**src/rtl/sdram_frame_writer_if.sv**
```systemverilog
// FIFO read port and Avalon-MM write port seen by sdram_frame_writer.
// master: writer side; slave: FIFO + SDRAM controller side.
interface sdram_frame_writer_if #(
  parameter int ADDR_W     = 25,
  parameter int WORD_BYTES = 2
);
  logic                    oFIFO_RDREQ;
  logic [7:0]              iFIFO_DATA;
  logic                    iFIFO_EMPTY;
  logic [ADDR_W-1:0]       oSDRAM_ADDR;
  logic                    oSDRAM_WRITE;
  logic [8*WORD_BYTES-1:0] oSDRAM_WRDATA;
  logic [WORD_BYTES-1:0]   oSDRAM_BYTEEN;
  logic                    iSDRAM_WAITREQUEST;

  modport master (
    output oFIFO_RDREQ,
    input  iFIFO_DATA,
    input  iFIFO_EMPTY,
    output oSDRAM_ADDR,
    output oSDRAM_WRITE,
    output oSDRAM_WRDATA,
    output oSDRAM_BYTEEN,
    input  iSDRAM_WAITREQUEST
  );

  modport slave (
    input  oFIFO_RDREQ,
    output iFIFO_DATA,
    output iFIFO_EMPTY,
    input  oSDRAM_ADDR,
    input  oSDRAM_WRITE,
    input  oSDRAM_WRDATA,
    input  oSDRAM_BYTEEN,
    output iSDRAM_WAITREQUEST
  );
endinterface

```
**src/rtl/sdram_frame_writer.sv**
```systemverilog
// Packs FIFO bytes little-endian into SDRAM words and writes all frames.
// Ports: iCLK/iRST_N, iTRIGGER/iNUM_IMAGES start, bus (FIFO + Avalon),
// oBUSY/oFRAME_IDX/oDONE/oERROR status.
// Optional stall watchdog: define SDRAM_FRAME_WRITER_WATCHDOG_EN.
module sdram_frame_writer #(
  parameter int FRAME_BYTES_LOG2 = 20,
  parameter int WORD_BYTES       = 2,
  parameter int ADDR_W           = 25,
  parameter int BASE_ADDR        = 0,
  parameter int WDT_LOG2         = 24
) (
  input  logic       iCLK,
  input  logic       iRST_N,
  input  logic       iTRIGGER,
  input  logic [6:0] iNUM_IMAGES,
  sdram_frame_writer_if.master bus,
  output logic       oBUSY,
  output logic [5:0] oFRAME_IDX,
  output logic       oDONE,
  output logic       oERROR
);
  localparam int WB_LOG2  = (WORD_BYTES == 4) ? 2 : 1;
  localparam int WPF_LOG2 = FRAME_BYTES_LOG2 - WB_LOG2;
  localparam logic [2:0] WB = 3'(WORD_BYTES);
  localparam logic [2:0] WB_M1 = 3'(WORD_BYTES - 1);

  typedef enum logic [1:0] {
    S_IDLE, S_FILL, S_WRITE, S_DONE
  } state_t;

  state_t                  r_state, w_next;
  logic [26:0]             r_total, r_wcnt;
  logic [2:0]              r_req, r_byte;
  logic                    r_vld;
  logic [8*WORD_BYTES-1:0] r_data;
  logic                    w_rdreq, w_accept;
  logic                    w_last, w_last_byte;
  logic                    w_abort, w_start;
  logic [26:0]             w_total;

  assign w_start  = (r_state == S_IDLE) && iTRIGGER;
  assign w_total  = 27'(iNUM_IMAGES) << WPF_LOG2;
  assign w_rdreq  = (r_state == S_FILL)
                  && !bus.iFIFO_EMPTY
                  && (r_req < WB);
  assign w_accept = (r_state == S_WRITE)
                  && !bus.iSDRAM_WAITREQUEST;
  assign w_last   = (r_wcnt + 27'd1) == r_total;
  // r_vld marks q holding the byte requested last cycle
  assign w_last_byte = r_vld && (r_byte == WB_M1);

`ifdef SDRAM_FRAME_WRITER_WATCHDOG_EN
  localparam logic [WDT_LOG2-1:0] WDT_MAX =
    WDT_LOG2'((1 << WDT_LOG2) - 2);
  logic [WDT_LOG2-1:0] r_wdt;
  logic                r_err;

  // Fires on the (2^WDT_LOG2-1)th consecutive empty FILL cycle
  assign w_abort = (r_state == S_FILL)
                 && bus.iFIFO_EMPTY
                 && (r_wdt == WDT_MAX)
                 && !w_last_byte;

  always_ff @(posedge iCLK) begin
    if (!iRST_N) begin
      r_wdt <= '0;
      r_err <= 1'b0;
    end else begin
      if ((r_state == S_FILL) && bus.iFIFO_EMPTY && !w_abort)
        r_wdt <= r_wdt + 1'b1;
      else
        r_wdt <= '0;
      if (w_start)
        r_err <= 1'b0;
      else if (w_abort)
        r_err <= 1'b1;
    end
  end

  assign oERROR = r_err;
`else
  assign w_abort = 1'b0;
  assign oERROR  = 1'b0;
`endif

  always_comb begin
    w_next = r_state;
    unique case (r_state)
      S_IDLE:
        if (iTRIGGER)
          w_next = (iNUM_IMAGES == 7'd0) ? S_DONE : S_FILL;
      S_FILL:
        if (w_last_byte)  w_next = S_WRITE;
        else if (w_abort) w_next = S_IDLE;
      S_WRITE:
        if (w_accept)
          w_next = w_last ? S_DONE : S_FILL;
      S_DONE:  w_next = S_IDLE;
      default: w_next = S_IDLE;
    endcase
  end

  always_ff @(posedge iCLK) begin
    if (!iRST_N) begin
      r_state <= S_IDLE;
      r_total <= '0;
      r_wcnt  <= '0;
      r_req   <= '0;
      r_byte  <= '0;
      r_vld   <= 1'b0;
      r_data  <= '0;
    end else begin
      r_state <= w_next;
      r_vld   <= w_rdreq;
      if (w_start) begin
        r_total <= w_total;
        r_wcnt  <= '0;
        r_req   <= '0;
        r_byte  <= '0;
      end
      if (w_rdreq)
        r_req <= r_req + 3'd1;
      if (r_vld) begin
        for (int i = 0; i < WORD_BYTES; i++)
          if (r_byte == 3'(i))
            r_data[8*i +: 8] <= bus.iFIFO_DATA;
        r_byte <= r_byte + 3'd1;
      end
      if (w_last_byte || w_abort) begin
        r_req  <= '0;
        r_byte <= '0;
      end
      if (w_accept)
        r_wcnt <= r_wcnt + 27'd1;
    end
  end

  assign bus.oFIFO_RDREQ   = w_rdreq;
  assign bus.oSDRAM_WRITE  = (r_state == S_WRITE);
  assign bus.oSDRAM_ADDR   = ADDR_W'(BASE_ADDR)
                           + ADDR_W'(r_wcnt);
  assign bus.oSDRAM_WRDATA = r_data;
  assign bus.oSDRAM_BYTEEN = '1;
  assign oBUSY      = (r_state != S_IDLE);
  assign oDONE      = (r_state == S_DONE);
  assign oFRAME_IDX = 6'(r_wcnt >> WPF_LOG2);
endmodule

```
**src/flat_wrapper.sv**
```systemverilog
// flat-port wrapper written by rule: the top's interface ports become plain ports
module sdram_frame_writer_flat 
#(
  parameter int FRAME_BYTES_LOG2 = 20,
  parameter int WORD_BYTES       = 2,
  parameter int ADDR_W           = 25,
  parameter int BASE_ADDR        = 0,
  parameter int WDT_LOG2         = 24
)
  (iCLK, iRST_N, iTRIGGER, iNUM_IMAGES, oBUSY, oFRAME_IDX, oDONE, oERROR, bus_oFIFO_RDREQ, bus_iFIFO_DATA, bus_iFIFO_EMPTY, bus_oSDRAM_ADDR, bus_oSDRAM_WRITE, bus_oSDRAM_WRDATA, bus_oSDRAM_BYTEEN, bus_iSDRAM_WAITREQUEST);
  sdram_frame_writer_if #(.ADDR_W(ADDR_W), .WORD_BYTES(WORD_BYTES)) bus_i ();
  input  logic iCLK;
  input  logic iRST_N;
  input  logic iTRIGGER;
  input  logic [6:0] iNUM_IMAGES;
  output logic oBUSY;
  output logic [5:0] oFRAME_IDX;
  output logic oDONE;
  output logic oERROR;
  output wire logic [$bits(bus_i.oFIFO_RDREQ)-1:0] bus_oFIFO_RDREQ;
  input wire logic [$bits(bus_i.iFIFO_DATA)-1:0] bus_iFIFO_DATA;
  input wire logic [$bits(bus_i.iFIFO_EMPTY)-1:0] bus_iFIFO_EMPTY;
  output wire logic [$bits(bus_i.oSDRAM_ADDR)-1:0] bus_oSDRAM_ADDR;
  output wire logic [$bits(bus_i.oSDRAM_WRITE)-1:0] bus_oSDRAM_WRITE;
  output wire logic [$bits(bus_i.oSDRAM_WRDATA)-1:0] bus_oSDRAM_WRDATA;
  output wire logic [$bits(bus_i.oSDRAM_BYTEEN)-1:0] bus_oSDRAM_BYTEEN;
  input wire logic [$bits(bus_i.iSDRAM_WAITREQUEST)-1:0] bus_iSDRAM_WAITREQUEST;
  assign bus_oFIFO_RDREQ = bus_i.oFIFO_RDREQ;
  assign bus_i.iFIFO_DATA = bus_iFIFO_DATA;
  assign bus_i.iFIFO_EMPTY = bus_iFIFO_EMPTY;
  assign bus_oSDRAM_ADDR = bus_i.oSDRAM_ADDR;
  assign bus_oSDRAM_WRITE = bus_i.oSDRAM_WRITE;
  assign bus_oSDRAM_WRDATA = bus_i.oSDRAM_WRDATA;
  assign bus_oSDRAM_BYTEEN = bus_i.oSDRAM_BYTEEN;
  assign bus_i.iSDRAM_WAITREQUEST = bus_iSDRAM_WAITREQUEST;
  sdram_frame_writer #(.FRAME_BYTES_LOG2(FRAME_BYTES_LOG2), .WORD_BYTES(WORD_BYTES), .ADDR_W(ADDR_W), .BASE_ADDR(BASE_ADDR), .WDT_LOG2(WDT_LOG2)) u_core (.iCLK(iCLK), .iRST_N(iRST_N), .iTRIGGER(iTRIGGER), .iNUM_IMAGES(iNUM_IMAGES), .bus(bus_i), .oBUSY(oBUSY), .oFRAME_IDX(oFRAME_IDX), .oDONE(oDONE), .oERROR(oERROR));
endmodule
```
**config.mk**
```make
export PLATFORM = sky130hd
export DESIGN_NAME = sdram_frame_writer_flat
export DESIGN_NICKNAME = d
export VERILOG_FILES = /design/src/rtl/sdram_frame_writer_if.sv /design/src/rtl/sdram_frame_writer.sv /design/src/flat_wrapper.sv
export SDC_FILE = /design/constraint.sdc
export NUM_CORES = 1
export LEC_CHECK = 0
export BUFFER_PORTS_ARGS = -buffer_cell sky130_fd_sc_hd__buf_2
export CORE_MARGIN = 1
export CORE_UTILIZATION = 45
export CTS_CLUSTER_DIAMETER = 150
export DETAILED_ROUTE_END_ITERATION = 12
export PLACE_DENSITY = 0.69
export RECOVER_POWER = 25
export SLEW_MARGIN = 10
export SYNTH_ARGS = -nofsm -noshare
export SYNTH_HDL_FRONTEND = slang
export SYNTH_SLANG_ARGS = --single-unit
```
**constraint.sdc**
```tcl
create_clock -name iCLK -period 5.1 [get_ports iCLK]
set_input_delay 0.51 -clock iCLK [delete_from_list [all_inputs] [get_ports iCLK]]
set_output_delay 0.51 -clock iCLK [all_outputs]
set_load 0.02 [all_outputs]
```
### Word-level counts from Yosys, hierarchy flattened

Index checks and enable logic that the tools add are counted.

| cells by class | value |
|---|---|
| add/subtract/negate cells | 3 |
| multiply operators | 0 |
| div/mod/pow operators | 0 |
| order comparisons | 1 |
| equal/unequal tests | 8 |
| shift-type cells | 0 |
| muxes and demuxes | 11 |
| bitwise operators | 1 |
| reductions and logical operators | 18 |

Operators with widths:

| kind | number |
|---|---|
| $mux 27 | 2 |
| $add 27x1->27 const B | 1 |
| $eq 27x26->1 | 1 |
| $mux 2 | 5 |
| $mux 3 | 3 |
| $pmux 2 s4 | 1 |
| $reduce_bool 2->1 | 4 |
| $logic_not 7->1 | 1 |
| $add 3x1->3 const B | 2 |
| $logic_and 1x1->1 | 5 |
| $eq 2x2->1 const B | 2 |
| $ne 2x1->1 const B | 2 |
| $reduce_and 2->1 | 2 |
| $eq 3x1->1 const B | 1 |
| $logic_not 3->1 | 1 |
| $lt 3x2->1 const B | 1 |
| $reduce_and 3->1 | 1 |
| $eq 2x1->1 const B | 1 |
| $logic_not 1->1 | 2 |
| $logic_not 2->1 | 1 |
| $ne 2x2->1 const B | 1 |
| $reduce_or 2->1 | 1 |
| $not 1->1 | 1 |

| word-level totals | value |
|---|---|
| bits in registers | 59 |
| latch bits | 0 |
| memory bits (writable) | 0 |
| memory bits (read-only) | 0 |
| bits of input ports | 20 |
| output and inout port bits | 54 |
| word-level logic and storage cells | 50 |
| memories kept | 0 |

### Logic depth before layout (Yosys ltp)

Gate-level depths: netlist (run 1).

| logic depth | value |
|---|---|
| word-level depth | 5 |
| gate-level depth with buffers | 8 |
| depth with buffers taken out | 7 |

### Worst setup path before layout (run 1)

OpenSTA, ideal clock, no wires.

| timing | value |
|---|---|
| kind | flip-flop to flip-flop |
| from | register u_core.r_wcnt[0] |
| to | register u_core.r_state[1] |
| setup time | 0.084 ns |
| data arrival time | 2.393 ns |
| data required time | 5.016 ns |
| slack | 2.622 ns |
| cell stages (with the launch flop) | 8 |
| path buffers | 0 |
| clock period less this slack | 2.478 ns |
| cells stage by stage | dfxtp_1 -> ha_1 -> nand3_1 -> nor3_2 -> nand3_1 -> mux2i_1 -> or4_1 -> o31ai_2 |

| on the way | value |
|---|---|
| longest elaborated chain between the ends | 5 |

Ends and longest elaborated chain:

| element | RTL line | source |
|---|---|---|
| start, declared | sdram_frame_writer.sv:32 | `logic [26:0] r_total, r_wcnt;` |
| start signal, assigned | sdram_frame_writer.sv:134 | `r_wcnt <= r_wcnt + 27'd1;` |
| $add 27x1->27 | sdram_frame_writer.sv:48 | `assign w_last = (r_wcnt + 27'd1) == r_total;` |
| $eq 27x26->1 | sdram_frame_writer.sv:48 |  |
| $mux 2 | sdram_frame_writer.sv:97 | `w_next = w_last ? S_DONE : S_FILL;` |
| $mux 2 | sdram_frame_writer.sv:96 | `if (w_accept)` |
| $pmux 2 s4 | sdram_frame_writer.sv:88 | `unique case (r_state)` |
| end signal, assigned | sdram_frame_writer.sv:113 | `r_state <= w_next;` |
| end, declared | sdram_frame_writer.sv:31 | `state_t r_state, w_next;` |

Every way passes these cells. The select of a mux whose other input is x is not followed.
A chain may end at the register's enable or synchronous reset.

### Worst setup path in the final report (run 1)

Ends and elaborated chain as after synthesis.

==> flow_summary.html, run 1 <==
<table>
<tr><th>Metric</th><th>Value</th></tr>
<tr><th colspan="2">Synth</th></tr>
<tr><td>Commonest cells post-synth</td><td>sky130_fd_sc_hd__dfxtp_1, sky130_fd_sc_hd__nand2_1, sky130_fd_sc_hd__nand3_1</td></tr>
<tr><td>Number of synthesized flops with an enable pin</td><td>0</td></tr>
<tr><td>#FFs+latches synth</td><td>59</td></tr>
<tr><td>Number of distinct library cells after synthesis</td><td>59</td></tr>
<tr><td>Post-synthesis sequential area ratio</td><td>31.0%</td></tr>
<tr><td>Area share of the leading cell type in the synthesized netlist</td><td>31.0%</td></tr>
<tr><td>Most area-hungry cell type in the Yosys netlist</td><td>sky130_fd_sc_hd__dfxtp_1</td></tr>
<tr><td>Post-synth top flop</td><td>sky130_fd_sc_hd__dfxtp_1</td></tr>
<tr><td>Cell area after technology mapping</td><td>0.00381 mm²</td></tr>
<tr><td>Cells after synthesis</td><td>482</td></tr>
<tr><td>Most numerous cell in the Yosys netlist</td><td>sky130_fd_sc_hd__dfxtp_1</td></tr>
<tr><td>Async SR Flop Fraction</td><td>0%</td></tr>
<tr><td>Mean instance size in the synthesized netlist</td><td>7.90 µm²</td></tr>
<tr><td>Biggest area contributors in the synthesized netlist</td><td>sky130_fd_sc_hd__dfxtp_1, sky130_fd_sc_hd__buf_4, sky130_fd_sc_hd__a21boi_0</td></tr>
<tr><td>Warnings, synthesis</td><td>0</td></tr>
<tr><th colspan="2">CTS</th></tr>
<tr><td>Number of H-tree levels</td><td>3</td></tr>
<tr><td>Clock Sink Count</td><td>59</td></tr>
<tr><td>Clock root buffer</td><td>sky130_fd_sc_hd__clkbuf_8</td></tr>
<tr><td>Clock buffers created by TritonCTS</td><td>9</td></tr>
<tr><td>Cells resized by post-CTS repair</td><td>0</td></tr>
<tr><td>Clock tree from TritonCTS</td><td>yes</td></tr>
<tr><td># hold bufs at CTS</td><td>0</td></tr>
<tr><td>CTS clk-pin slew, worst paths</td><td>0.08 ns</td></tr>
<tr><td>Number of setup buffers added after CTS</td><td>0</td></tr>
<tr><td>Clock latency of the later-clocked register in the worst-skew pair</td><td>0.36 ns</td></tr>
<tr><td>Max Buffers Root-to-Sink</td><td>2</td></tr>
<tr><th colspan="2">Placed design</th></tr>
<tr><td>Buffers added on ports</td><td>70</td></tr>
<tr><td>HPWL after detailed placement</td><td>6340 µm</td></tr>
<tr><td>Dpl cells</td><td>590</td></tr>
<tr><td>Gpl congestion</td><td>0.858</td></tr>
<tr><td>Worst Setup Slack post-DPL</td><td>2.21 ns</td></tr>
<tr><th colspan="2">Die</th></tr>
<tr><td>Area of the core</td><td>0.00822 mm²</td></tr>
<tr><td>Number of placed I/O pins</td><td>74</td></tr>
<tr><td>Placement row count</td><td>33</td></tr>
<tr><td>Vertical die dimension</td><td>94.0 µm</td></tr>
<tr><td>Die ar.</td><td>0.00883 mm²</td></tr>
<tr><td>Initial Utilization</td><td>46.3%</td></tr>
<tr><td>Die W</td><td>94.0 µm</td></tr>
<tr><th colspan="2">STA</th></tr>
<tr><td>Relative slew margins</td><td>28.1%</td></tr>
<tr><td>Minimum clock period</td><td>2.99 ns</td></tr>
<tr><td>Number of max-slew violations in the final report</td><td>0</td></tr>
<tr><td>Number of failing hold endpoints at the final stage</td><td>0</td></tr>
<tr><td>Final-report setup violation count</td><td>0</td></tr>
<tr><td>Worst setup skew after layout</td><td>0.0103 ns</td></tr>
<tr><td>Final total negative setup slack</td><td>0 ns</td></tr>
<tr><td>Worst-margin pin slew</td><td>1.08 ns</td></tr>
<tr><td>Highest Clock Rate</td><td>334 MHz</td></tr>
<tr><td>RSZ-0062 raised after global routing</td><td>no</td></tr>
<tr><td>Period utilization</td><td>58.7%</td></tr>
<tr><td>Final worst setup slack</td><td>2.11 ns</td></tr>
<tr><th colspan="2">Finish</th></tr>
<tr><td>Total inserted antenna cells</td><td>0</td></tr>
<tr><td>Count of non-filler cells in the finished layout</td><td>606</td></tr>
<tr><td>Share of layout cells above drive strength 1</td><td>18.0%</td></tr>
<tr><td>Area growth syn-to-layout</td><td>5.49%</td></tr>
<tr><td>Final net count</td><td>522</td></tr>
<tr><th colspan="2">Setup path</th></tr>
<tr><td>Ordered cell list for the critical path</td><td>ha_1, nand3_1, nor3_2, nand3_1, mux2i_1, or4_1, o31ai_2</td></tr>
<tr><td>Critical path's most frequent cell</td><td>sky130_fd_sc_hd__nand3_1</td></tr>
<tr><td>Max incr delay on CP</td><td>0.63 ns</td></tr>
<tr><td>Critical path data arrival time</td><td>3.27 ns</td></tr>
<tr><td>Count of cells along the worst register-to-register path</td><td>7</td></tr>
<tr><td>Maximum net fanout on the critical path</td><td>10</td></tr>
<tr><td>Startpoint type of the worst setup path</td><td>register</td></tr>
<tr><td>Slowest-stage cell, CP</td><td>sky130_fd_sc_hd__nor3_2</td></tr>
<tr><td>Flop2flop setup slack</td><td>2.11 ns</td></tr>
<tr><td>Buffers plus inverters on the worst setup path</td><td>0</td></tr>
<tr><td>CP endpoint kind</td><td>register</td></tr>
<tr><td>Data required time of the critical path</td><td>5.38 ns</td></tr>
<tr><td>Number of cells on the critical path</td><td>7</td></tr>
<tr><td>Critical Setup Path Class</td><td>reg2reg</td></tr>
<tr><td>Family with the most delay on the worst path</td><td>simple AND/OR/NAND/NOR gates</td></tr>
<tr><th colspan="2">GRT</th></tr>
<tr><td>Wire length of the first global-routing pass</td><td>14,700 µm</td></tr>
<tr><td>Number of antenna violations at the first check in global routing</td><td>0</td></tr>
<tr><td>Total grt overflow</td><td>0</td></tr>
<tr><td>Maximum number of pins on one net before global-route repair</td><td>54</td></tr>
<tr><td>Via count of the first global-routing pass</td><td>3,052</td></tr>
<tr><td>All-layer global routing usage</td><td>21.2%</td></tr>
<tr><th colspan="2">Hold path</th></tr>
<tr><td>Worst min-delay path category</td><td>in2reg</td></tr>
<tr><td>Count of cells along the worst hold path</td><td>3</td></tr>
<tr><th colspan="2">Outcome</th></tr>
<tr><td>Status</td><td>completed</td></tr>
<tr><th colspan="2">Route</th></tr>
<tr><td>DRC</td><td>0</td></tr>
<tr><td>Remaining antenna violation count after routing</td><td>0</td></tr>
<tr><td>Post-detailed-route via-to-cell ratio</td><td>5.75</td></tr>
<tr><td>DRT iter0 DRCs</td><td>229</td></tr>
<tr><td>Number of vias in the routed layout</td><td>3,487</td></tr>
<tr><td>Final routed wirelength across all metal layers</td><td>9040 µm</td></tr>
<tr><td>Pre-antenna DRT Iters</td><td>5</td></tr>
<tr><td>Per-cell routed wire length</td><td>14.9 µm</td></tr>
<tr><th colspan="2">Run</th></tr>
<tr><td>Reported max-cap violation count</td><td>0</td></tr>
<tr><th colspan="2">Power</th></tr>
<tr><td>P_leak</td><td>1.64 nW</td></tr>
<tr><td>Maximum vdd drop</td><td>0.000156 V</td></tr>
<tr><td>Total power density per cell area</td><td>248 mW/mm²</td></tr>
</table>
## where the power goes
part           switching, mW  internal (mW)  total, mW
clock network          0.220          0.234      0.454
registers            0.00629          0.467      0.474
logic                 0.0443         0.0255     0.0698
## flip-flops by register name, indices dropped and copies added, names as in the netlist
signal,cells
u_core.bus.oSDRAM_WRDATA,16
u_core.r_byte,3
u_core.r_req,3
u_core.r_state,2
u_core.r_total,7
u_core.r_vld,1
u_core.r_wcnt,27
## per-layer routing
metal	share of wire [%]	global-route usage, %	up-vias	routed length, µm
met1	45	27.4	1633	4080
li1	-	-	1702	-
met4	1.6	7.56	0	146
met2	47	33.6	137	4230
met5	0	0	-	0
met3	6.5	6.07	15	584
## worst paths after layout
check                               start                           end
max                      u_core.r_wcnt[0]             u_core.r_state[1]
min                        iNUM_IMAGES[4]            u_core.r_total[23]
max reg2reg              u_core.r_wcnt[0]             u_core.r_state[1]
min reg2reg  u_core.bus.oSDRAM_WRDATA[10]  u_core.bus.oSDRAM_WRDATA[10]
## kinds of logic after synthesis
family | share of synthesized area (%)
mux | 1.05
simple gates | 30.0
flops | 31.0
buf+inv | 13.4
fa+ha+maj | 1.97
other cells | 0.197
xor+xnor | 3.22
compound gates | 19.1
## stage by stage
stage               area, µm²  hold WS (ns)  utilization (%)  power [mW]
floorplan                3810         0.455                -       0.532
global placement         3830         0.452             46.6       0.553
detailed placement       3830         0.464             46.6       0.554
global route             4020         0.414             48.9        1.04
finish                   4020         0.410             48.9       0.997
CTS                      4040         0.409             49.1        1.00
## cell usage in the layout, fill, tap and decap left out, types with 7 or more instances in the layout
cell type and count:
sky130_fd_sc_hd__a21boi_0 29, sky130_fd_sc_hd__a21oi_1 22, sky130_fd_sc_hd__buf_2 54, sky130_fd_sc_hd__clkbuf_1 16, sky130_fd_sc_hd__clkbuf_8 9, sky130_fd_sc_hd__dfxtp_1 59
sky130_fd_sc_hd__inv_1 7, sky130_fd_sc_hd__nand2_1 58, sky130_fd_sc_hd__nand3_1 39, sky130_fd_sc_hd__nand4_1 9, sky130_fd_sc_hd__nor2_1 31, sky130_fd_sc_hd__nor2b_1 13
sky130_fd_sc_hd__nor3_1 15, sky130_fd_sc_hd__o21ai_0 19, sky130_fd_sc_hd__xnor2_1 10
## area by class of cell
cell class	instances	area [µm²]
clock inverter	7	82.6
timing repair buffer	73	353
multi-input combinational	346	2120
inverter	7	26.3
fill	801	4200
tap	105	131
clock buffer	9	124
sequential	59	1180
## worst reg2reg max path: stages, from the launching register on
cell and delay, ns:
sky130_fd_sc_hd__dfxtp_1 0.52, sky130_fd_sc_hd__ha_1 0.31, sky130_fd_sc_hd__nand3_1 0.33, sky130_fd_sc_hd__nor3_2 0.63, sky130_fd_sc_hd__nand3_1 0.26, sky130_fd_sc_hd__mux2i_1 0.16, sky130_fd_sc_hd__or4_1 0.54, sky130_fd_sc_hd__o31ai_2 0.17
Power figures use the tool's default switching activity.
==> run 2: changes to the inputs <==
--- a/config.mk
+++ b/config.mk
@@ -10,7 +10,7 @@
 export CORE_UTILIZATION = 45
 export CTS_CLUSTER_DIAMETER = 150
 export DETAILED_ROUTE_END_ITERATION = 12
-export PLACE_DENSITY = 0.69
+export PLACE_DENSITY = 0.72
 export RECOVER_POWER = 25
 export SLEW_MARGIN = 10
 export SYNTH_ARGS = -nofsm -noshare
==> constraint.sdc (replaced) <==
create_clock -name iCLK -period 2.5 [get_ports iCLK]
set_input_delay 0.25 -clock iCLK [delete_from_list [all_inputs] [get_ports iCLK]]
set_output_delay 0.25 -clock iCLK [all_outputs]
set_load 0.02 [all_outputs]
==> run 2 against run 1 <==
Compared with the run above:
- cell count increased by 1.7%
- sequential cell count unchanged
- register-to-register slack got worse by 1.9 ns
- via count decreased by 0.43%
- sequential power increased by 100%
- power increased by 110%
- critical endpoint unchanged
- largest power group unchanged
==> flow_summary.html, run 2 (synthesis gave the netlist of run 1 again) <==
<table>
<tr><th>Metric</th><th>Value</th></tr>
<tr><th colspan="2">STA</th></tr>
<tr><td>Period utilization</td><td>92.0%</td></tr>
<tr><td>Relative slew margins</td><td>44.5%</td></tr>
<tr><td>Minimum clock period</td><td>2.30 ns</td></tr>
<tr><td>Number of max-slew violations in the final report</td><td>0</td></tr>
<tr><td>Number of failing hold endpoints at the final stage</td><td>0</td></tr>
<tr><td>Worst setup skew after layout</td><td>0.0110 ns</td></tr>
<tr><td>Final-report setup violation count</td><td>0</td></tr>
<tr><td>Highest Clock Rate</td><td>435 MHz</td></tr>
<tr><td>Worst-margin pin slew</td><td>0.825 ns</td></tr>
<tr><td>RSZ-0062 raised after global routing</td><td>no</td></tr>
<tr><td>Final total negative setup slack</td><td>0 ns</td></tr>
<tr><td>Final worst hold slack</td><td>0.156 ns</td></tr>
<tr><th colspan="2">Setup path</th></tr>
<tr><td>Startpoint type of the worst setup path</td><td>register</td></tr>
<tr><td>CP endpoint kind</td><td>register</td></tr>
<tr><td>Critical path data arrival time</td><td>2.58 ns</td></tr>
<tr><td>Maximum net fanout on the critical path</td><td>11</td></tr>
<tr><td>Critical Setup Path Class</td><td>reg2reg</td></tr>
<tr><td>Data required time of the critical path</td><td>2.78 ns</td></tr>
<tr><th colspan="2">GRT</th></tr>
<tr><td>Total grt overflow</td><td>0</td></tr>
<tr><td>Maximum number of pins on one net before global-route repair</td><td>53</td></tr>
<tr><td>GR Util met3</td><td>5.02%</td></tr>
<tr><td>Busiest grt layer</td><td>met2</td></tr>
<tr><td>All-layer global routing usage</td><td>22.5%</td></tr>
<tr><td>Met1 Usage GRT</td><td>27.8%</td></tr>
<tr><td>Wire length of the first global-routing pass</td><td>15,600 µm</td></tr>
<tr><td>Via count of the first global-routing pass</td><td>3,293</td></tr>
<tr><td>Met2 usage</td><td>37.4%</td></tr>
<tr><td>Number of antenna violations at the first check in global routing</td><td>0</td></tr>
<tr><th colspan="2">CTS</th></tr>
<tr><td>Clock latency of the later-clocked register in the worst-skew pair</td><td>0.36 ns</td></tr>
<tr><td>Cells resized by post-CTS repair</td><td>0</td></tr>
<tr><td>Clock buffers created by TritonCTS</td><td>9</td></tr>
<tr><td>Number of H-tree levels</td><td>3</td></tr>
<tr><td>CTS clk-pin slew, worst paths</td><td>0.08 ns</td></tr>
<tr><td>Max Buffers Root-to-Sink</td><td>2</td></tr>
<tr><td>Clock root buffer</td><td>sky130_fd_sc_hd__clkbuf_8</td></tr>
<tr><td>Number of setup buffers added after CTS</td><td>0</td></tr>
<tr><td>Clock Sink Count</td><td>59</td></tr>
<tr><td># hold bufs at CTS</td><td>0</td></tr>
<tr><td>Clock tree from TritonCTS</td><td>yes</td></tr>
<tr><th colspan="2">Placed design</th></tr>
<tr><td>Buffers added on ports</td><td>70</td></tr>
<tr><td>HPWL after detailed placement</td><td>6800 µm</td></tr>
<tr><td>Gpl congestion</td><td>0.899</td></tr>
<tr><th colspan="2">Route</th></tr>
<tr><td>Remaining antenna violation count after routing</td><td>0</td></tr>
<tr><td>DRC</td><td>0</td></tr>
<tr><td>DRT iter0 DRCs</td><td>154</td></tr>
<tr><td>Number of vias in the routed layout</td><td>3,472</td></tr>
<tr><td>Per-cell routed wire length</td><td>15.5 µm</td></tr>
<tr><td>Pre-antenna DRT Iters</td><td>4</td></tr>
<tr><td>Final routed wirelength across all metal layers</td><td>9550 µm</td></tr>
<tr><td>Post-detailed-route via-to-cell ratio</td><td>5.64</td></tr>
<tr><th colspan="2">Finish</th></tr>
<tr><td>Share of layout cells above drive strength 1</td><td>17.6%</td></tr>
<tr><td>Flip-flop count of the largest register, all copies and words added</td><td>27</td></tr>
<tr><td>Area growth syn-to-layout</td><td>7.23%</td></tr>
<tr><td>Final net count</td><td>532</td></tr>
<tr><td>Register name with the most flops</td><td>u_core.r_wcnt</td></tr>
<tr><td>Total inserted antenna cells</td><td>0</td></tr>
<tr><td>Most frequent standard cell in the layout excluding fill and tap cells</td><td>sky130_fd_sc_hd__dfxtp_1</td></tr>
<tr><td>Commonest cells after routing, fill and taps aside</td><td>sky130_fd_sc_hd__dfxtp_1, sky130_fd_sc_hd__nand2_1, sky130_fd_sc_hd__buf_2, sky130_fd_sc_hd__nand3_1, sky130_fd_sc_hd__nor2_1</td></tr>
<tr><th colspan="2">Die</th></tr>
<tr><td>Vertical die dimension</td><td>94.0 µm</td></tr>
<tr><td>Placement row count</td><td>33</td></tr>
<tr><td>Die W</td><td>94.0 µm</td></tr>
<tr><td>Die ar.</td><td>0.00883 mm²</td></tr>
<tr><td>Initial Utilization</td><td>46.3%</td></tr>
<tr><td>Area of the core</td><td>0.00822 mm²</td></tr>
<tr><td>Number of placed I/O pins</td><td>74</td></tr>
<tr><th colspan="2">Power</th></tr>
<tr><td>Total power density per cell area</td><td>501 mW/mm²</td></tr>
<tr><td>Maximum vdd drop</td><td>0.000484 V</td></tr>
<tr><td>P_leak</td><td>1.65 nW</td></tr>
<tr><th colspan="2">Hold path</th></tr>
<tr><td>Worst min-delay path category</td><td>in2reg</td></tr>
<tr><th colspan="2">Outcome</th></tr>
<tr><td>Status</td><td>completed</td></tr>
<tr><th colspan="2">Run</th></tr>
<tr><td>Reported max-cap violation count</td><td>0</td></tr>
</table>
==> run 2: final timing paths <==
kind                                startpoint  cells after the start  slack [ns]                      endpoint
setup reg to reg              u_core.r_wcnt[4]                      6        0.20             u_core.r_state[1]
hold / removal                  iNUM_IMAGES[3]                      3        0.16            u_core.r_total[22]
hold reg to reg   u_core.bus.oSDRAM_WRDATA[10]                      2        0.47  u_core.bus.oSDRAM_WRDATA[10]
setup / recovery              u_core.r_wcnt[4]                      6        0.20             u_core.r_state[1]
==> run 2: through the flow <==
stage               instances  total power [mW]  area [µm²]  worst slack (ns)  utilization, %
finish                    616              2.05        4080             0.199            49.7
global route              616              2.12        4080           0.00838            49.7
CTS                       616              2.06        4110             0.169            50.1
detailed placement        600              1.13        3910             0.219            47.5
global placement          600              1.13        3910             0.296            47.5
floorplan                 483              1.09        3810            0.0225               -
==> run 2: where the power goes <==
| part | leakage, nW | internal (mW) | switching [mW] |
|---|---|---|---|
| Clock | 0.106 | 0.479 | 0.456 |
| Sequential | 0.477 | 0.953 | 0.0138 |
| Combinational | 1.06 | 0.0529 | 0.0925 |
| Total | 1.65 | 1.49 | 0.562 |
==> run 2: layer usage <==
metal  share of wire (%)  vias to the layer above
met5                   0                        -
met3                 5.4                       15
met2                  47                      104
li1                    -                     1716
met1                  46                     1637
met4                 1.9                        0
==> run 2: critical path, stage by stage, from the launching register on <==
cell and delay [ns]:
sky130_fd_sc_hd__dfxtp_1 0.50, sky130_fd_sc_hd__nand3_2 0.27, sky130_fd_sc_hd__nor4_4 0.42, sky130_fd_sc_hd__mux2i_1 0.24, sky130_fd_sc_hd__nand3b_1 0.08, sky130_fd_sc_hd__or4_1 0.53, sky130_fd_sc_hd__o31ai_2 0.18
==> run 2: final cells by class <==
cell class,count,area [µm²]
Fill cell,802,4130
Multi-Input combinational cell,346,2120
Sequential cell,59,1180
Timing Repair Buffer,83,414
Tap cell,105,131
Clock buffer,9,124
Clock inverter,7,85.1
Inverter,7,26.3
==> run 3: changes to the inputs <==
--- a/config.mk
+++ b/config.mk
@@ -7,11 +7,12 @@
 export LEC_CHECK = 0
 export BUFFER_PORTS_ARGS = -buffer_cell sky130_fd_sc_hd__buf_2
 export CORE_MARGIN = 1
-export CORE_UTILIZATION = 45
+export CORE_UTILIZATION = 50
 export CTS_CLUSTER_DIAMETER = 150
 export DETAILED_ROUTE_END_ITERATION = 12
-export PLACE_DENSITY = 0.72
+export PLACE_DENSITY = 0.78
 export RECOVER_POWER = 25
+export REMOVE_ABC_BUFFERS = 1
 export SLEW_MARGIN = 10
 export SYNTH_ARGS = -nofsm -noshare
 export SYNTH_HDL_FRONTEND = slang
==> run 3 against run 2 <==
Compared with the run above:
- clock skew up 0.0034 ns
- power increased by 1.8%
- routed wire length decreased by 2.4%
- critical path type unchanged
- global-route usage is 2.6 points higher
- count of clock-buffer cells in the layout up 1
- hold slack better by 0.015 ns
- die area down 9.8%
- critical endpoint unchanged
- via count up 0.26%
- sequential cell count is the same
- critical path depth unchanged
- sequential power is essentially flat
- cell area up 0.21%
==> flow_summary.html, run 3 (synthesis gave the netlist of run 1 again) <==
<table>
<tr><th>Metric</th><th>Value</th></tr>
<tr><th colspan="2">Hold path</th></tr>
<tr><td>Worst min-delay path category</td><td>in2reg</td></tr>
<tr><td>Hold wc startpoint</td><td>bus_iFIFO_DATA[3]</td></tr>
<tr><th colspan="2">CTS</th></tr>
<tr><td>Clock root buffer</td><td>sky130_fd_sc_hd__clkbuf_8</td></tr>
<tr><td>Max Buffers Root-to-Sink</td><td>2</td></tr>
<tr><td>Clock Sink Count</td><td>59</td></tr>
<tr><td>Clock tree from TritonCTS</td><td>yes</td></tr>
<tr><td>Number of H-tree levels</td><td>3</td></tr>
<tr><td>Clock latency of the later-clocked register in the worst-skew pair</td><td>0.34 ns</td></tr>
<tr><td>Number of setup buffers added after CTS</td><td>0</td></tr>
<tr><td># hold bufs at CTS</td><td>0</td></tr>
<tr><td>Clock buffers created by TritonCTS</td><td>9</td></tr>
<tr><td>CTS clk-pin slew, worst paths</td><td>0.08 ns</td></tr>
<tr><th colspan="2">Outcome</th></tr>
<tr><td>Status</td><td>completed</td></tr>
<tr><th colspan="2">Route</th></tr>
<tr><td>Post-detailed-route via-to-cell ratio</td><td>5.70</td></tr>
<tr><td>Final routed wirelength across all metal layers</td><td>9320 µm</td></tr>
<tr><td>DRT iter0 DRCs</td><td>309</td></tr>
<tr><td>Remaining antenna violation count after routing</td><td>0</td></tr>
<tr><td>Pre-antenna DRT Iters</td><td>4</td></tr>
<tr><td>DRC</td><td>0</td></tr>
<tr><td>Per-cell routed wire length</td><td>15.3 µm</td></tr>
<tr><td>Number of vias in the routed layout</td><td>3,481</td></tr>
<tr><th colspan="2">Setup path</th></tr>
<tr><td>Crit. Startpoint</td><td>u_core.r_wcnt[4]</td></tr>
<tr><td>Critical path data arrival time</td><td>2.57 ns</td></tr>
<tr><td>Startpoint type of the worst setup path</td><td>register</td></tr>
<tr><td>Critical Setup Path Class</td><td>reg2reg</td></tr>
<tr><td>Reg2Reg Launch Point</td><td>u_core.r_wcnt[4]</td></tr>
<tr><td>Data required time of the critical path</td><td>2.76 ns</td></tr>
<tr><td>Maximum net fanout on the critical path</td><td>11</td></tr>
<tr><td>CP endpoint kind</td><td>register</td></tr>
<tr><th colspan="2">Finish</th></tr>
<tr><td>Most frequent standard cell in the layout excluding fill and tap cells</td><td>sky130_fd_sc_hd__dfxtp_1</td></tr>
<tr><td>Commonest cells after routing, fill and taps aside</td><td>sky130_fd_sc_hd__dfxtp_1, sky130_fd_sc_hd__nand2_1, sky130_fd_sc_hd__buf_2, sky130_fd_sc_hd__nand3_1, sky130_fd_sc_hd__nor2_1</td></tr>
<tr><td>Flip-flop count of the largest register, all copies and words added</td><td>27</td></tr>
<tr><td>Area growth syn-to-layout</td><td>7.46%</td></tr>
<tr><td>Share of layout cells above drive strength 1</td><td>17.6%</td></tr>
<tr><td>Register name with the most flops</td><td>u_core.r_wcnt</td></tr>
<tr><td>Final core utilization</td><td>56.1%</td></tr>
<tr><td>Total inserted antenna cells</td><td>0</td></tr>
<tr><td>Final net count</td><td>533</td></tr>
<tr><th colspan="2">GRT</th></tr>
<tr><td>All-layer global routing usage</td><td>25.1%</td></tr>
<tr><td>Via count of the first global-routing pass</td><td>3,217</td></tr>
<tr><td>Total grt overflow</td><td>0</td></tr>
<tr><td>Maximum number of pins on one net before global-route repair</td><td>53</td></tr>
<tr><td>Number of antenna violations at the first check in global routing</td><td>0</td></tr>
<tr><td>Wire length of the first global-routing pass</td><td>15,300 µm</td></tr>
<tr><th colspan="2">STA</th></tr>
<tr><td>Period utilization</td><td>92.4%</td></tr>
<tr><td>Worst-margin pin slew</td><td>1.09 ns</td></tr>
<tr><td>RSZ-0062 raised after global routing</td><td>no</td></tr>
<tr><td>Final total negative setup slack</td><td>0 ns</td></tr>
<tr><td>Highest Clock Rate</td><td>433 MHz</td></tr>
<tr><td>Final-report setup violation count</td><td>0</td></tr>
<tr><td>Number of max-slew violations in the final report</td><td>0</td></tr>
<tr><td>Final worst setup slack</td><td>0.190 ns</td></tr>
<tr><td>Worst setup skew after layout</td><td>0.0144 ns</td></tr>
<tr><td>Minimum clock period</td><td>2.31 ns</td></tr>
<tr><td>Number of failing hold endpoints at the final stage</td><td>0</td></tr>
<tr><td>Relative slew margins</td><td>26.8%</td></tr>
<tr><th colspan="2">Die</th></tr>
<tr><td>Initial Utilization</td><td>52.2%</td></tr>
<tr><td>Placement row count</td><td>31</td></tr>
<tr><td>Die W</td><td>89.3 µm</td></tr>
<tr><td>Vertical die dimension</td><td>89.3 µm</td></tr>
<tr><td>Number of placed I/O pins</td><td>74</td></tr>
<tr><td>Die ar.</td><td>0.00797 mm²</td></tr>
<tr><td>Area of the core</td><td>0.00729 mm²</td></tr>
<tr><th colspan="2">Power</th></tr>
<tr><td>P_leak</td><td>1.65 nW</td></tr>
<tr><td>Total power density per cell area</td><td>509 mW/mm²</td></tr>
<tr><td>Maximum vdd drop</td><td>0.000404 V</td></tr>
<tr><th colspan="2">Placed design</th></tr>
<tr><td>Gpl congestion</td><td>0.908</td></tr>
<tr><td>Buffers added on ports</td><td>70</td></tr>
<tr><td>Worst Setup Slack post-DPL</td><td>0.135 ns</td></tr>
<tr><td>HPWL after detailed placement</td><td>6640 µm</td></tr>
<tr><th colspan="2">Run</th></tr>
<tr><td>Reported max-cap violation count</td><td>0</td></tr>
</table>
## run 3: cell count changes in the layout (fill, tap and decap cells not counted), sizes merged
cell	delta
clkinvlp	+1
clkbuf	+1
inv	-3
buf	+1
bufinv	+1
## run 3: final cells by class
cell class,instances,area (µm²)
Timing Repair Buffer,84,419
Fill cell,720,3200
Tap cell,99,124
Multi-Input combinational cell,346,2120
Inverter,7,26.3
Clock buffer,10,128
Clock inverter,6,90.1
Sequential cell,59,1180
## run 3: where the power goes
group	internal, mW	total [mW]	switching, mW	leakage (nW)
Sequential	0.954	0.967	0.0133	0.477
Combinational	0.0528	0.144	0.0910	1.07
Clock	0.563	0.973	0.410	0.106
Total	1.57	2.08	0.514	1.65
## run 3: path summary, 6_finish.rpt
path	endpoint	slack, ns	cells past startpoint
min	u_core.bus.oSDRAM_WRDATA[11]	0.17	3
min reg2reg	u_core.bus.oSDRAM_WRDATA[6]	0.46	2
max	u_core.r_state[1]	0.19	6
max reg2reg	u_core.r_state[1]	0.19	6
## run 3: timing repair
item | 4_1_cts | 5_1_grt
hold endpoints to repair | 0 | 0
gates resized for setup | 0 | 1
setup endpoints to repair | 0 | 1
## run 3: layer usage
layer,vias to the layer above,global-route usage [%],part of all wire [%]
li1,1716,-,-
met1,1602,31.8,45
met2,153,41.1,46
met3,10,7.57,8.1
met4,0,7.94,1.1
met5,-,0,0
## run 3: stage by stage
stage                     cell area, µm²  instances  power (mW)  hold WS [ns]
after floorplan                     3330        412        1.07         0.368
after global placement              3910        595        1.13         0.450
after detailed placement            3910        595        1.13         0.457
after CTS                           4120        611        2.10         0.166
after global routing                4090        611        2.17         0.177
final                               4090        611        2.08         0.171
## run 3: worst max-delay path, cell delays in order (launching register included)
cell and delay [ns]:
sky130_fd_sc_hd__dfxtp_1 0.51, sky130_fd_sc_hd__nand3_2 0.29, sky130_fd_sc_hd__nor4_4 0.43, sky130_fd_sc_hd__mux2i_1 0.24, sky130_fd_sc_hd__nand3b_1 0.08, sky130_fd_sc_hd__or4_1 0.52, sky130_fd_sc_hd__o31ai_2 0.17
